### config.mk
export PLATFORM = sky130hd
export DESIGN_NAME = calc_alu_seq_flat
export DESIGN_NICKNAME = d
export VERILOG_FILES = /design/src/rtl/calc_alu_seq_if.sv /design/src/rtl/calc_alu_seq.sv /design/src/flat_wrapper.sv
export SDC_FILE = /design/constraint.sdc
export NUM_CORES = 1
export LEC_CHECK = 0
export CORE_UTILIZATION = 33
export CTS_BUF_LIST = sky130_fd_sc_hd__clkbuf_8 sky130_fd_sc_hd__clkbuf_16
export DETAILED_ROUTE_END_ITERATION = 12
export PLACE_DENSITY_LB_ADDON = 0.25
export SLEW_MARGIN = 20
export SYNTH_ARGS = -nofsm -noshare
export SYNTH_HDL_FRONTEND = slang
export SYNTH_SLANG_ARGS = --single-unit
### constraint.sdc
create_clock -name clk -period 12.1 [get_ports clk]
set_input_delay 3.63 -clock clk [delete_from_list [all_inputs] [get_ports clk]]
set_output_delay 3.63 -clock clk [all_outputs]
set_load 0.05 [all_outputs]
### src/rtl/calc_alu_seq_if.sv
// Operand/result handshake bundle for calc_alu_seq.
// master drives operands and accepts results; slave is the arithmetic unit.
interface calc_alu_seq_if #(
   parameter int A_W = 4,
   parameter int B_W = 16
);
   logic           in_valid;
   logic           in_ready;
   logic [A_W-1:0] a;
   logic [B_W-1:0] b;
   logic [2:0]     sel;
   logic           out_valid;
   logic           out_ready;
   logic [B_W-1:0] result;
   logic [B_W-1:0] remainder;
   logic           ovf;
   logic           dz;

   modport master (
      output in_valid, a, b, sel, out_ready,
      input  in_ready, out_valid, result, remainder, ovf, dz
   );

   modport slave (
      input  in_valid, a, b, sel, out_ready,
      output in_ready, out_valid, result, remainder, ovf, dz
   );
endinterface

### src/rtl/calc_alu_seq.sv
// Multi-cycle calculator ALU: single-cycle add/sub/NOP, shift-add multiply,
// restoring divide; result is held in DONE until the consumer accepts it.
module calc_alu_seq #(
   parameter int A_W = 4,
   parameter int B_W = 16
) (
   input logic          clk,
   input logic          reset,
   calc_alu_seq_if.slave bus
);
   localparam int CW = $clog2(B_W + 1);
   localparam logic [2:0] OP_ADD = 3'b100;
   localparam logic [2:0] OP_SUB = 3'b101;
   localparam logic [2:0] OP_MUL = 3'b110;
   localparam logic [2:0] OP_DIV = 3'b111;
   localparam logic [CW-1:0] MUL_LAST = CW'(A_W - 1);
   localparam logic [CW-1:0] DIV_LAST = CW'(B_W - 1);

   typedef enum logic [1:0] {IDLE, MUL, DIV, DONE} state_t;

   state_t state, state_nx;

   logic              in_ready, out_valid, accept;
   logic [CW-1:0]     cnt;
   logic [A_W-1:0]    ma;
   logic [B_W+A_W-1:0] mb, acc, acc_nx;
   logic [A_W-1:0]    dv, rm, rm_nx;
   logic [B_W-1:0]    dq, dq_nx;
   logic [A_W:0]      trial, dv_ext;
   logic              ge;
   logic [B_W-1:0]    a_ext;
   logic [B_W-1:0]    q_result, q_rem;
   logic              q_ovf, q_dz;
   logic [B_W-1:0]    result_r, rem_r;
   logic              ovf_r, dz_r;

   assign a_ext  = B_W'(bus.a);
   assign accept = bus.in_valid & in_ready;

   always_ff @(posedge clk or posedge reset) begin
      if (reset) state <= IDLE;
      else       state <= state_nx;
   end

   always_comb begin
      state_nx  = state;
      in_ready  = 1'b0;
      out_valid = 1'b0;
      unique case (state)
         IDLE: begin
            in_ready = 1'b1;
            if (bus.in_valid) begin
               if (bus.sel == OP_MUL)                      state_nx = MUL;
               else if (bus.sel == OP_DIV && bus.a != '0)  state_nx = DIV;
               else                                        state_nx = DONE;
            end
         end
         MUL:  if (cnt == MUL_LAST) state_nx = DONE;
         DIV:  if (cnt == DIV_LAST) state_nx = DONE;
         DONE: begin
            out_valid = 1'b1;
            if (bus.out_ready) state_nx = IDLE;
         end
      endcase
   end

   // Ops that finish straight from IDLE, evaluated on the live operands.
   always_comb begin
      q_result = '0;
      q_rem    = '0;
      q_ovf    = 1'b0;
      q_dz     = 1'b0;
      unique case (bus.sel)
         OP_ADD: {q_ovf, q_result} = {1'b0, a_ext} + {1'b0, bus.b};
         OP_SUB: begin
            q_result = a_ext - bus.b;
            q_ovf    = bus.b > a_ext;
         end
         OP_DIV: begin
            q_result = '1;
            q_rem    = bus.b;
            q_dz     = 1'b1;
         end
         default: ;
      endcase
   end

   assign acc_nx = acc + (ma[0] ? mb : '0);

   // Partial remainder stays below the divisor, so A_W bits hold it.
   assign trial  = {rm, dq[B_W-1]};
   assign dv_ext = (A_W+1)'(dv);
   assign ge     = trial >= dv_ext;
   assign rm_nx  = ge ? A_W'(trial - dv_ext) : A_W'(trial);
   assign dq_nx  = {dq[B_W-2:0], ge};

   always_ff @(posedge clk or posedge reset) begin
      if (reset) begin
         cnt      <= '0;
         ma       <= '0;
         mb       <= '0;
         acc      <= '0;
         dv       <= '0;
         rm       <= '0;
         dq       <= '0;
         result_r <= '0;
         rem_r    <= '0;
         ovf_r    <= 1'b0;
         dz_r     <= 1'b0;
      end else begin
         unique case (state)
            IDLE: if (accept) begin
               cnt <= '0;
               ma  <= bus.a;
               mb  <= (B_W+A_W)'(bus.b);
               acc <= '0;
               dv  <= bus.a;
               rm  <= '0;
               dq  <= bus.b;
               if (state_nx == DONE) begin
                  result_r <= q_result;
                  rem_r    <= q_rem;
                  ovf_r    <= q_ovf;
                  dz_r     <= q_dz;
               end
            end
            MUL: begin
               acc <= acc_nx;
               ma  <= ma >> 1;
               mb  <= mb << 1;
               cnt <= cnt + CW'(1);
               if (cnt == MUL_LAST) begin
                  result_r <= acc_nx[B_W-1:0];
                  rem_r    <= '0;
                  ovf_r    <= |acc_nx[B_W+A_W-1:B_W];
                  dz_r     <= 1'b0;
               end
            end
            DIV: begin
               rm  <= rm_nx;
               dq  <= dq_nx;
               cnt <= cnt + CW'(1);
               if (cnt == DIV_LAST) begin
                  result_r <= dq_nx;
                  rem_r    <= B_W'(rm_nx);
                  ovf_r    <= 1'b0;
                  dz_r     <= 1'b0;
               end
            end
            DONE: ;
         endcase
      end
   end

   assign bus.in_ready  = in_ready;
   assign bus.out_valid = out_valid;
   assign bus.result    = result_r;
   assign bus.remainder = rem_r;
   assign bus.ovf       = ovf_r;
   assign bus.dz        = dz_r;
endmodule

### src/flat_wrapper.sv
// flat-port wrapper written by rule: the top's interface ports become plain ports
module calc_alu_seq_flat 
#(
   parameter int A_W = 4,
   parameter int B_W = 16
)
  (clk, reset, bus_in_valid, bus_a, bus_b, bus_sel, bus_out_ready, bus_in_ready, bus_out_valid, bus_result, bus_remainder, bus_ovf, bus_dz);
  calc_alu_seq_if #(.A_W(A_W), .B_W(B_W)) bus_i ();
  input logic clk;
  input logic reset;
  input wire logic [$bits(bus_i.in_valid)-1:0] bus_in_valid;
  input wire logic [$bits(bus_i.a)-1:0] bus_a;
  input wire logic [$bits(bus_i.b)-1:0] bus_b;
  input wire logic [$bits(bus_i.sel)-1:0] bus_sel;
  input wire logic [$bits(bus_i.out_ready)-1:0] bus_out_ready;
  output wire logic [$bits(bus_i.in_ready)-1:0] bus_in_ready;
  output wire logic [$bits(bus_i.out_valid)-1:0] bus_out_valid;
  output wire logic [$bits(bus_i.result)-1:0] bus_result;
  output wire logic [$bits(bus_i.remainder)-1:0] bus_remainder;
  output wire logic [$bits(bus_i.ovf)-1:0] bus_ovf;
  output wire logic [$bits(bus_i.dz)-1:0] bus_dz;
  assign bus_i.in_valid = bus_in_valid;
  assign bus_i.a = bus_a;
  assign bus_i.b = bus_b;
  assign bus_i.sel = bus_sel;
  assign bus_i.out_ready = bus_out_ready;
  assign bus_in_ready = bus_i.in_ready;
  assign bus_out_valid = bus_i.out_valid;
  assign bus_result = bus_i.result;
  assign bus_remainder = bus_i.remainder;
  assign bus_ovf = bus_i.ovf;
  assign bus_dz = bus_i.dz;
  calc_alu_seq #(.A_W(A_W), .B_W(B_W)) u_core (.clk(clk), .reset(reset), .bus(bus_i));
endmodule
==> results.env, run 1 <==
WORST_SETUP_HOLD_PATH_CLK_SLEW_NS=0.08
GRT_SETUP_UNREPAIRED='false'
DIE_OUTLINE_AREA_MM2=0.0225
WORST_EP_REQUIRED_TIME_NS=12.35
MAXIMUM_LEVEL_OF_THE_CTS_H_TREE=3
REPLACE_CONGESTION=0.838
CLOCK-ROOT-BUFFER='sky130_fd_sc_hd__clkbuf_16'
MAX_FREQ_GHz=0.155
INITIAL_CORE_UTILIZATION_PCT=34.0
NETLIST_INSTANCES=850
NUMPORTBUFFERS=62
TRITONCTS_CLOCK_TREE='done'
TOTALNEGATIVESETUPSLACK_NS=0
FIRST_GLOBAL_VIAS=6060
GLOBAL_ROUTE.OVERFLOW_TOTAL=0
PERIOD_SHARE_PCT=53.3
DRIVE_ABOVE_1_SHARE_PCT=5.35
ANTENNA_FOUND_INITIAL=0
SYNTH_CELL_TYPE_COUNT=69
STATIC-LEAKAGE-POWER_nW=3.59
CLOCK_TREE.BUFFER_DEPTH=2
DPL_CELL_AREA_MM2=0.00797
LAYOUT_MIN_CYCLE_TIME_NS=6.44
FIRST_PASS_ITERS=4
DETAIL-ROUTE-ANTENNA-NETS=0
TOTAL_VIAS_IN_THE_FINAL_ROUTE=6195
HP-CLASS='register to register'
GLOBAL_ROUTE_WIRE_LENGTH_BEFORE_REPAIR_UM=33100
DP.FINAL_HPWL_UM=14000
MAXCAPVIOLCOUNT=0
CHIPHEIGHT_UM=150
PIN_COUNT_OF_THE_BIGGEST_NET_ENTERING_GLOBAL_ROUTING=83
DRT_DRC=0
CRIT_PATH_START_KIND='input pin'
SYN2LAYOUT_AREA_GROWTH_PCT=14.5
POST-ROUTE-UTIL_PCT=38.9
MAX_SLEW_MARGIN_PCT=44.1
POWER.SWITCHING_mW=1.05
YOSYS_REGISTER_BITS=109
POST_SYNTH.CELL_AREA_AVG_UM2=8.51
SWITCHING_SHARE_PCT=49.2
SYNTH_FF_TYPE='sky130_fd_sc_hd__dfrtp_1'
WORST_R2R_PATH_DEPTH=12
REGISTER_AREA_SHARE_AFTER_SYNTHESIS_PCT=37.7
WORST_SETUP_END_KIND='register'
FINAL_CELL_COUNT_NO_FILL=1153
NUM-NETS-FINAL=941
SHARE_OF_TOTAL_POWER_IN_SEQUENTIAL_CELLS_PCT=29.1
FINALWIRELENGTH_UM=20100
CTS_SETUP_BUFFERS=0
P_INT_mW=1.08
GRT_RESOURCE_USAGE_TOTAL_PCT=19.0
HOLD_DEPTH=2
NUM_ANTENNA_CELLS=0
DR.FIRST_ITER.DRC_COUNT=344
SYNTH_ENABLE_FLOP_CELLS=0
CRIT_TYPE='input pin to register'
PWR-SHARE-COMB_PCT=55.9
POST_CTS.RESIZED_INSTANCES=0
POWER_DENSITY_mW_PER_MM2=258
POST_CTS_HOLD_BUFFER_COUNT=0
NUMCLOCKSINKS=109
TIMING.CRITICAL_PATH.ARRIVAL_NS=6.69
SYNTHESIS.NETS=918
CTS_BUFFERS=9
SKEW_NS=0.0116
RUN_STATUS='complete, no violations'
WORST_PIN_SLEW_NS=0.836
WORST-PATH-MAX-FANOUT=34
CLOCK_POWER_SHARE_PCT=15.0
MAXSLEWVIOLCOUNT=0
DPL.CELL_COUNT=1137
ROWS=53
AVGVIACOUNTPERCELL=5.37
FINAL-HOLD-VIOLATION-COUNT=0
HOLDWS_NS=0.474
PEAKVDDDROP_uV=144
COREAREA_MM2=0.0213
FINAL_CELL_AREA_MM2=0.00828
CLOCK_INSERTION_DELAY_WORST_SKEW_NS=0.37
SETUP_VIOL_COUNT_FINAL=0
SYNTH_AREA_MM2=0.00723
TOP_LEVEL_PORTS=63
FLOORPLAN.DIE.WIDTH_UM=150
SYNTH_ASYNC_SR_FLOP_SHARE_PCT=100
ROUTED_WIRE_LENGTH_PER_INSTANCE_UM=17.5
YS_WARN_COUNT=0
## routing by layer
| layer | routed length [um] | vias up | track usage, % |
|---|---|---|---|
| li1 | - | 3019 | - |
| met1 | 9800 | 3010 | 26.7 |
| met2 | 9180 | 144 | 30.3 |
| met3 | 835 | 22 | 2.77 |
| met4 | 312 | 0 | 5.15 |
| met5 | 0 | - | 0 |
## final timing paths
check                                        start                      end  slack (ns)
max                                     bus_sel[1]     u_core.bus.result[9]        5.66
min                        u_core.bus.remainder[8]  u_core.bus.remainder[8]        0.47
max reg2reg                           u_core.ma[0]           u_core.bus.ovf        8.45
min reg2reg                u_core.bus.remainder[8]  u_core.bus.remainder[8]        0.47
max in group asynchronous                    reset             u_core.ma[0]        7.15
min in group asynchronous                    reset           u_core.acc[16]        3.74
## flip-flops by register name, indices dropped and copies added, names as in the netlist, 2 cells and up
name	flops
u_core.dq	16
u_core.dv	4
u_core.state	2
u_core.cnt	5
u_core.bus.result	16
u_core.ma	4
u_core.bus.remainder	16
u_core.mb	20
u_core.acc	20
u_core.rm	4
## stage by stage
stage | total power [mW] | setup WS (ns)
2_1_floorplan | 1.48 | 5.60
3_3_place_gp | 1.81 | 5.55
3_5_place_dp | 1.82 | 5.41
4_1_cts | 2.15 | 5.79
5_1_grt | 2.31 | 5.44
6_report | 2.13 | 5.66
## synthesized netlist by cell type (8+ instances only)
cell type	instances	area, um2
sky130_fd_sc_hd__nand2_1	163	612
sky130_fd_sc_hd__dfrtp_1	109	2730
sky130_fd_sc_hd__o21ai_0	97	485
sky130_fd_sc_hd__clkbuf_1	42	158
sky130_fd_sc_hd__nor2_1	38	143
sky130_fd_sc_hd__ha_1	37	463
sky130_fd_sc_hd__inv_1	33	124
sky130_fd_sc_hd__a21oi_1	31	155
sky130_fd_sc_hd__mux2i_1	28	280
sky130_fd_sc_hd__nand3_1	26	130
sky130_fd_sc_hd__xor2_1	22	193
sky130_fd_sc_hd__and2_1	21	131
sky130_fd_sc_hd__xnor2_1	16	140
sky130_fd_sc_hd__o211ai_1	14	105
sky130_fd_sc_hd__nand2b_1	12	75.1
sky130_fd_sc_hd__a31oi_1	11	68.8
sky130_fd_sc_hd__a21boi_0	10	75.1
sky130_fd_sc_hd__a22o_1	9	78.8
sky130_fd_sc_hd__buf_6	8	90.1
sky130_fd_sc_hd__o31ai_1	8	60.1
## power by group through the flow
stage	Sequential, mW	Clock (mW)	Combinational, mW
2_1_floorplan	0.730	0	0.752
3_3_place_gp	0.629	0	1.18
3_5_place_dp	0.626	0	1.19
4_1_cts	0.622	0.328	1.20
5_1_grt	0.641	0.342	1.32
6_report	0.621	0.320	1.19
## cell usage in the layout, fill, tap and decap left out, types with 5 or more instances in the layout
cell | Yosys | routed
sky130_fd_sc_hd__nor2_1 | 38 | 38
sky130_fd_sc_hd__clkbuf_16 | 0 | 9
sky130_fd_sc_hd__and2_1 | 21 | 21
sky130_fd_sc_hd__o21ai_1 | 6 | 6
sky130_fd_sc_hd__o21ai_0 | 97 | 97
sky130_fd_sc_hd__and3_1 | 5 | 5
sky130_fd_sc_hd__a22o_1 | 9 | 9
sky130_fd_sc_hd__buf_4 | 2 | 7
sky130_fd_sc_hd__a211oi_1 | 7 | 7
sky130_fd_sc_hd__ha_1 | 37 | 36
sky130_fd_sc_hd__o211ai_1 | 14 | 14
sky130_fd_sc_hd__xor2_1 | 22 | 22
sky130_fd_sc_hd__nand2_1 | 163 | 163
sky130_fd_sc_hd__nand3_1 | 26 | 26
sky130_fd_sc_hd__clkdlybuf4s50_1 | 0 | 62
sky130_fd_sc_hd__xnor2_1 | 16 | 16
sky130_fd_sc_hd__mux2i_1 | 28 | 28
sky130_fd_sc_hd__nor3_1 | 7 | 6
sky130_fd_sc_hd__nand2b_1 | 12 | 12
sky130_fd_sc_hd__a21o_1 | 7 | 7
sky130_fd_sc_hd__o31ai_1 | 8 | 8
sky130_fd_sc_hd__a21oi_1 | 31 | 30
sky130_fd_sc_hd__a31oi_1 | 11 | 11
sky130_fd_sc_hd__inv_1 | 33 | 32
sky130_fd_sc_hd__dfrtp_1 | 109 | 109
sky130_fd_sc_hd__a21boi_0 | 10 | 10
## worst max-delay path: stages
cell and delay, ns:
sky130_fd_sc_hd__clkdlybuf4s50_1 1.01, sky130_fd_sc_hd__clkinv_1 0.55, sky130_fd_sc_hd__o32ai_1 0.41, sky130_fd_sc_hd__nand2_1 0.10
sky130_fd_sc_hd__nand2_1 0.12, sky130_fd_sc_hd__a21oi_2 0.04, sky130_fd_sc_hd__buf_4 0.26, sky130_fd_sc_hd__and2_2 0.27
sky130_fd_sc_hd__a22oi_1 0.16, sky130_fd_sc_hd__o21ai_0 0.10
## cell type report
cell class	instances	area [um2]
fill	2204	13000
tap	275	344
clock buffer	9	225
multi-input combinational	650	4100
sequential	109	2730
inverter	34	130
clock inverter	7	80.1
timing repair buffer	69	673
## cells by family after synthesis
family | share of synthesized area, %
compound gates | 20.9
xor+xnor | 4.60
fa+ha+maj | 7.51
buf+inv | 5.88
flops | 37.7
mux | 4.50
simple gates | 18.9
No activity file was read; power rests on OpenSTA's default activity.
==> inputs of run 2 (changes only) <==
==> constraint.sdc (replaced) <==
create_clock -name clk -period 5.2 [get_ports clk]
set_input_delay 1.56 -clock clk [delete_from_list [all_inputs] [get_ports clk]]
set_output_delay 1.56 -clock clk [all_outputs]
set_load 0.05 [all_outputs]
==> run 2 against run 1 <==
Against the previous run: final cell count grew 0.69%; highest routed layer unchanged; non-clock buffer count grew 8; worst hold slack is essentially flat; critical path type unchanged.
==> results.env, run 2 (same netlist as run 1, synthesis figures left out) <==
WORST-PATH-MAX-FANOUT=6
CLOCK_INSERTION_DELAY_WORST_SKEW_NS=0.36
SHARE_OF_TOTAL_POWER_IN_SEQUENTIAL_CELLS_PCT=29.2
WORST_R2R_PATH_DEPTH=10
DRIVE_ABOVE_1_SHARE_PCT=6.09
FINAL-HOLD-VIOLATION-COUNT=0
HP-CLASS='register to register'
PERIOD_SHARE_PCT=79.5
POST_CTS_HOLD_BUFFER_COUNT=0
GRT_SETUP_UNREPAIRED='false'
FLOORPLAN.DIE.WIDTH_UM=150
GLOBAL_ROUTE.OVERFLOW_TOTAL=0
PIN_COUNT_OF_THE_BIGGEST_NET_ENTERING_GLOBAL_ROUTING=63
CHIPHEIGHT_UM=150
LAYOUT_MIN_CYCLE_TIME_NS=4.13
SYN2LAYOUT_AREA_GROWTH_PCT=15.5
DRT_DRC=0
DPL_WORST_SLACK_NS=0.713
NUM-NETS-FINAL=949
DIE_OUTLINE_AREA_MM2=0.0225
GRT_RESOURCE_USAGE_TOTAL_PCT=18.3
CTS_SETUP_BUFFERS=0
POWER_DENSITY_mW_PER_MM2=594
NUMCLOCKSINKS=109
MAX_FREQ_GHz=0.242
CLOCK_TREE.BUFFER_DEPTH=2
HOLD_DEPTH=2
NUMPORTBUFFERS=62
GLOBAL_ROUTE_WIRE_LENGTH_BEFORE_REPAIR_UM=32500
TOP_LEVEL_PORTS=63
STATIC-LEAKAGE-POWER_nW=3.64
REG_TOP3='u_core.acc (20), u_core.mb (20)'
DP.FINAL_HPWL_UM=14100
CLOCK_POWER_SHARE_PCT=15.1
SWITCHING_SHARE_PCT=48.7
CTS_BUFFERS=9
FINAL_CELL_MIX='sky130_fd_sc_hd__nand2_1 (163), sky130_fd_sc_hd__dfrtp_1 (109), sky130_fd_sc_hd__o21ai_0 (97)'
MOST_FREQUENT_STANDARD_CELL_IN_THE_LAYOUT_EXCLUDING_FILL_AND_TAP_CELLS='sky130_fd_sc_hd__nand2_1'
MAX_SLEW_MARGIN_PCT=35.5
REPLACE_CONGESTION=0.903
CRIT_PATH_START_KIND='input pin'
WORST_SETUP_HOLD_PATH_CLK_SLEW_NS=0.08
RUN_STATUS='complete, no violations'
TRITONCTS_CLOCK_TREE='done'
COREAREA_MM2=0.0213
P_INT_mW=2.55
MAXSLEWVIOLCOUNT=0
TOTAL_POWER_mW=4.96
SKEW_NS=0.0173
CLOCK-ROOT-BUFFER='sky130_fd_sc_hd__clkbuf_16'
ROUTED_WIRE_LENGTH_PER_INSTANCE_UM=16.8
DETAIL-ROUTE-ANTENNA-NETS=0
MAXCAPVIOLCOUNT=0
TOTAL_VIAS_IN_THE_FINAL_ROUTE=6155
POWER.SWITCHING_mW=2.42
WORST_SETUP_END_KIND='register'
SETUP_VIOL_COUNT_FINAL=0
PEAKVDDDROP_uV=269
WORST_EP_REQUIRED_TIME_NS=5.46
FIRST_PASS_ITERS=5
FIRST_GLOBAL_VIAS=6038
SETUP_SLACK_NS=1.07
TOTALNEGATIVESETUPSLACK_NS=0
NUM_ANTENNA_CELLS=0
POST_CTS.RESIZED_INSTANCES=0
MAXIMUM_LEVEL_OF_THE_CTS_H_TREE=3
DR.FIRST_ITER.DRC_COUNT=343
PWR-SHARE-COMB_PCT=55.8
ROWS=53
TIMING.CRITICAL_PATH.ARRIVAL_NS=4.39
ANTENNA_FOUND_INITIAL=0
WORST_PIN_SLEW_NS=0.968
CRIT_TYPE='input pin to register'
AVGVIACOUNTPERCELL=5.30
INITIAL_CORE_UTILIZATION_PCT=34.0
FINALWIRELENGTH_UM=19500
-- run 2: changes by cell type in the layout (fill, tap and decap cells not counted) --
cell / previous run / this run
sky130_fd_sc_hd__buf_12: 0 / 1
sky130_fd_sc_hd__buf_4: 7 / 14
sky130_fd_sc_hd__clkbuf_8: 0 / 1
sky130_fd_sc_hd__clkinv_2: 1 / 0
sky130_fd_sc_hd__clkinv_4: 0 / 1
sky130_fd_sc_hd__clkinvlp_4: 1 / 0
sky130_fd_sc_hd__nor3_2: 0 / 1
sky130_fd_sc_hd__nor3_4: 1 / 0
sky130_fd_sc_hd__o21a_1: 2 / 3
sky130_fd_sc_hd__o21a_2: 2 / 1
-- run 2: cell type report --
| type | instances | area (um2) |
|---|---|---|
| fillers | 2123 | 12900 |
| multi-input cells | 650 | 4090 |
| flip-flops and latches | 109 | 2730 |
| repair buffers | 77 | 746 |
| well taps | 275 | 344 |
| clock buffers | 10 | 239 |
| inverters | 34 | 130 |
| clock inverters | 6 | 76.3 |
-- run 2: critical path, stage by stage --
cell and delay, ns:
sky130_fd_sc_hd__clkdlybuf4s50_1 0.60, sky130_fd_sc_hd__ha_1 0.22, sky130_fd_sc_hd__inv_1 0.05, sky130_fd_sc_hd__fa_1 0.41, sky130_fd_sc_hd__a21o_1 0.18, sky130_fd_sc_hd__a21oi_1 0.48, sky130_fd_sc_hd__or4_4 0.25, sky130_fd_sc_hd__nor4_1 0.05
sky130_fd_sc_hd__o41ai_1 0.39, sky130_fd_sc_hd__o21ai_1 0.13, sky130_fd_sc_hd__o31ai_1 0.08
-- run 2: per-layer routing --
metal	wire, um	part of all wire, %	track usage [%]	up-vias
li1	-	-	-	3040
met1	9410	48	25.2	2980
met2	9130	47	30.2	121
met3	710	3.6	2.20	14
met4	235	1.2	4.75	0
met5	0	0	0	-
-- run 2: per-stage QoR --
stage               utilization, %  instance area, um2  hold slack (ns)  std cells
global placement              37.8                8040            0.453       1145
detailed placement            37.8                8040            0.457       1145
finish                        39.3                8360            0.474       1161
floorplan                        -                7230            0.450        850
global route                  39.3                8360            0.497       1161
CTS                           39.3                8360            0.479       1161
-- run 2: worst paths after layout --
| check | endpoint | startpoint | slack [ns] |
|---|---|---|---|
| min | u_core.bus.remainder[12] | u_core.bus.remainder[12] | 0.47 |
| max in group asynchronous | u_core.bus.remainder[13] | reset | 2.71 |
| max | u_core.bus.ovf | bus_b[0] | 1.07 |
| min in group asynchronous | u_core.acc[16] | reset | 1.73 |
| max reg2reg | u_core.bus.ovf | u_core.ma[0] | 1.55 |
| min reg2reg | u_core.bus.remainder[12] | u_core.bus.remainder[12] | 0.47 |
-- run 2: power by group through the flow --
stage | Sequential, mW | Clock [mW] | Combinational, mW
floorplan | 1.70 | 0 | 1.75
global placement | 1.46 | 0 | 2.75
detailed placement | 1.46 | 0 | 2.77
CTS | 1.45 | 0.776 | 2.78
global route | 1.50 | 0.801 | 3.07
finish | 1.45 | 0.749 | 2.77
==> inputs of run 3 (changes only) <==
==> constraint.sdc (replaced) <==
create_clock -name clk -period 4.1 [get_ports clk]
set_input_delay 1.23 -clock clk [delete_from_list [all_inputs] [get_ports clk]]
set_output_delay 1.23 -clock clk [all_outputs]
set_load 0.05 [all_outputs]
==> run 3 against run 2 <==
Against the previous run: register-to-register slack got worse by 0.88 ns; combinational power grew 30%; routed wire length increased by 4.0%; critical endpoint is now u_core.bus.result[12]; largest power group unchanged; clock skew shrank 0.0081 ns; critical path type unchanged; global-route usage grew 0.82 points; sequential share of layout area decreased by 0.49 points; first-iteration DRC count is 24% lower; worst setup slack lost 0.52 ns; highest routed layer unchanged.
==> results.env, run 3 (same netlist as run 1, synthesis figures left out) <==
FINAL-HOLD-VIOLATION-COUNT=0
HP-CLASS='register to register'
TOP_ROUTING_LAYER_USED='met4'
GRT_RESOURCE_USAGE_TOTAL_PCT=19.1
REPLACE_CONGESTION=0.911
DRT_DRC=0
NUMCLOCKSINKS=109
MAX_FREQ_GHz=0.282
SETUP_VIOL_COUNT_FINAL=0
CLOCK_TREE.BUFFER_DEPTH=2
ROUTED_WIRE_LENGTH_PER_INSTANCE_UM=17.2
GLOBAL_ROUTE.OVERFLOW_TOTAL=0
MAXCAPVIOLCOUNT=0
DIE_OUTLINE_AREA_MM2=0.0225
MAX_SLEW_MARGIN_PCT=37.0
NUM-NETS-FINAL=968
CRIT_PATH_START_KIND='input pin'
WORST_SETUP_END_KIND='register'
WORST-PATH-MAX-FANOUT=5
TRITONCTS_CLOCK_TREE='done'
POST_CTS_HOLD_BUFFER_COUNT=0
DETAIL-ROUTE-ANTENNA-NETS=0
STATIC-LEAKAGE-POWER_nW=3.71
TOTALNEGATIVESETUPSLACK_NS=0
REG_TOP3='u_core.acc (20), u_core.mb (20)'
LAYOUT_MIN_CYCLE_TIME_NS=3.55
ANTENNA_FOUND_INITIAL=0
DRIVE_ABOVE_1_SHARE_PCT=7.96
TIMING.CRITICAL_PATH.ARRIVAL_NS=3.81
WORST_EP_REQUIRED_TIME_NS=4.37
CTS_BUFFERS=9
FIRST_GLOBAL_VIAS=6127
WORST_SETUP_HOLD_PATH_CLK_SLEW_NS=0.07
FINAL_CELL_MIX='sky130_fd_sc_hd__nand2_1 (163), sky130_fd_sc_hd__dfrtp_1 (109), sky130_fd_sc_hd__o21ai_0 (97)'
GLOBAL_ROUTE_WIRE_LENGTH_BEFORE_REPAIR_UM=33300
DPL.CELL_COUNT=1164
COREAREA_MM2=0.0213
CHIPHEIGHT_UM=150
FIRST_PASS_ITERS=5
MAXIMUM_LEVEL_OF_THE_CTS_H_TREE=3
CTS_SETUP_BUFFERS=0
NUM_ANTENNA_CELLS=0
FINALWIRELENGTH_UM=20300
MET3_LENGTH_UM=866
DR.FIRST_ITER.DRC_COUNT=260
POST_CTS.RESIZED_INSTANCES=0
PIN_COUNT_OF_THE_BIGGEST_NET_ENTERING_GLOBAL_ROUTING=58
SYN2LAYOUT_AREA_GROWTH_PCT=17.3
FINAL_CELL_COUNT_NO_FILL=1179
ROWS=53
AVGVIACOUNTPERCELL=5.30
CLOCK_INSERTION_DELAY_WORST_SKEW_NS=0.36
TOTAL_VIAS_IN_THE_FINAL_ROUTE=6254
MOST_FREQUENT_STANDARD_CELL_IN_THE_LAYOUT_EXCLUDING_FILL_AND_TAP_CELLS='sky130_fd_sc_hd__nand2_1'
MAXSLEWVIOLCOUNT=0
TOP_LEVEL_PORTS=63
NUMPORTBUFFERS=62
PEAKVDDDROP_uV=344
GRT_SETUP_UNREPAIRED='false'
CRIT_TYPE='input pin to register'
RUN_STATUS='complete, no violations'
SKEW_NS=0.00918
INITIAL_CORE_UTILIZATION_PCT=34.0
WORST_PIN_SLEW_NS=0.945
WIRELENGTH_MET1_UM=9820
PERIOD_SHARE_PCT=86.5
POWER_DENSITY_mW_PER_MM2=741
MET2WIRELENGTH_UM=9240
DP.FINAL_HPWL_UM=14900
FLOORPLAN.DIE.WIDTH_UM=150
CLOCK-ROOT-BUFFER='sky130_fd_sc_hd__clkbuf_16'
## run 3: metal layers
layer / global-route usage, % / up-vias
li1: - / 3082
met1: 26.5 / 3016
met2: 30.2 / 132
met3: 3.20 / 24
met4: 6.01 / 0
met5: 0 / -
## run 3: final cells by class
cell class / instances / area, um2
sequential: 109 / 2730
tap: 275 / 344
fill: 2121 / 12800
clock buffer: 10 / 239
timing repair buffer: 96 / 913
clock inverter: 5 / 35.0
inverter: 34 / 131
multi-input combinational: 650 / 4090
## run 3: final timing paths
| kind | from | end | slack (ns) | cells past startpoint |
|---|---|---|---|---|
| setup reg to reg | u_core.ma[0] | u_core.bus.ovf | 0.67 | 11 |
| hold reg to reg | u_core.bus.remainder[7] | u_core.bus.remainder[7] | 0.48 | 2 |
| hold / removal | u_core.bus.remainder[7] | u_core.bus.remainder[7] | 0.48 | 2 |
| setup / recovery | bus_b[0] | u_core.bus.result[12] | 0.55 | 10 |
| max in group asynchronous | reset | u_core.bus.result[3] | 2.09 | 3 |
| min in group asynchronous | reset | u_core.dq[15] | 1.33 | 2 |
## run 3: stage by stage
step | power (mW) | utilization, % | area, um2 | hold slack (ns) | worst slack, ns
floorplan | 4.38 | - | 7240 | 0.450 | 0.814
global route | 6.79 | 39.9 | 8480 | 0.488 | 0.361
CTS | 6.33 | 39.9 | 8480 | 0.475 | 0.555
detailed placement | 5.45 | 38.6 | 8210 | 0.457 | 0.211
global placement | 5.42 | 38.6 | 8210 | 0.452 | 0.265
finish | 6.28 | 39.9 | 8480 | 0.476 | 0.553
## run 3: report_power, final
group          internal [mW]  switching, mW
Combinational           1.27           2.34
Clock                  0.429          0.427
Sequential              1.51          0.304
Total                   3.21           3.07
## run 3: critical path, cell delays in order
cell	delay, ns
sky130_fd_sc_hd__clkdlybuf4s50_1	0.52
sky130_fd_sc_hd__ha_1	0.29
sky130_fd_sc_hd__fa_1	0.41
sky130_fd_sc_hd__nor2b_1	0.15
sky130_fd_sc_hd__o21a_1	0.23
sky130_fd_sc_hd__o2111a_1	0.30
sky130_fd_sc_hd__xnor2_1	0.14
sky130_fd_sc_hd__o31ai_1	0.22
sky130_fd_sc_hd__a211oi_1	0.10
sky130_fd_sc_hd__a211oi_1	0.22
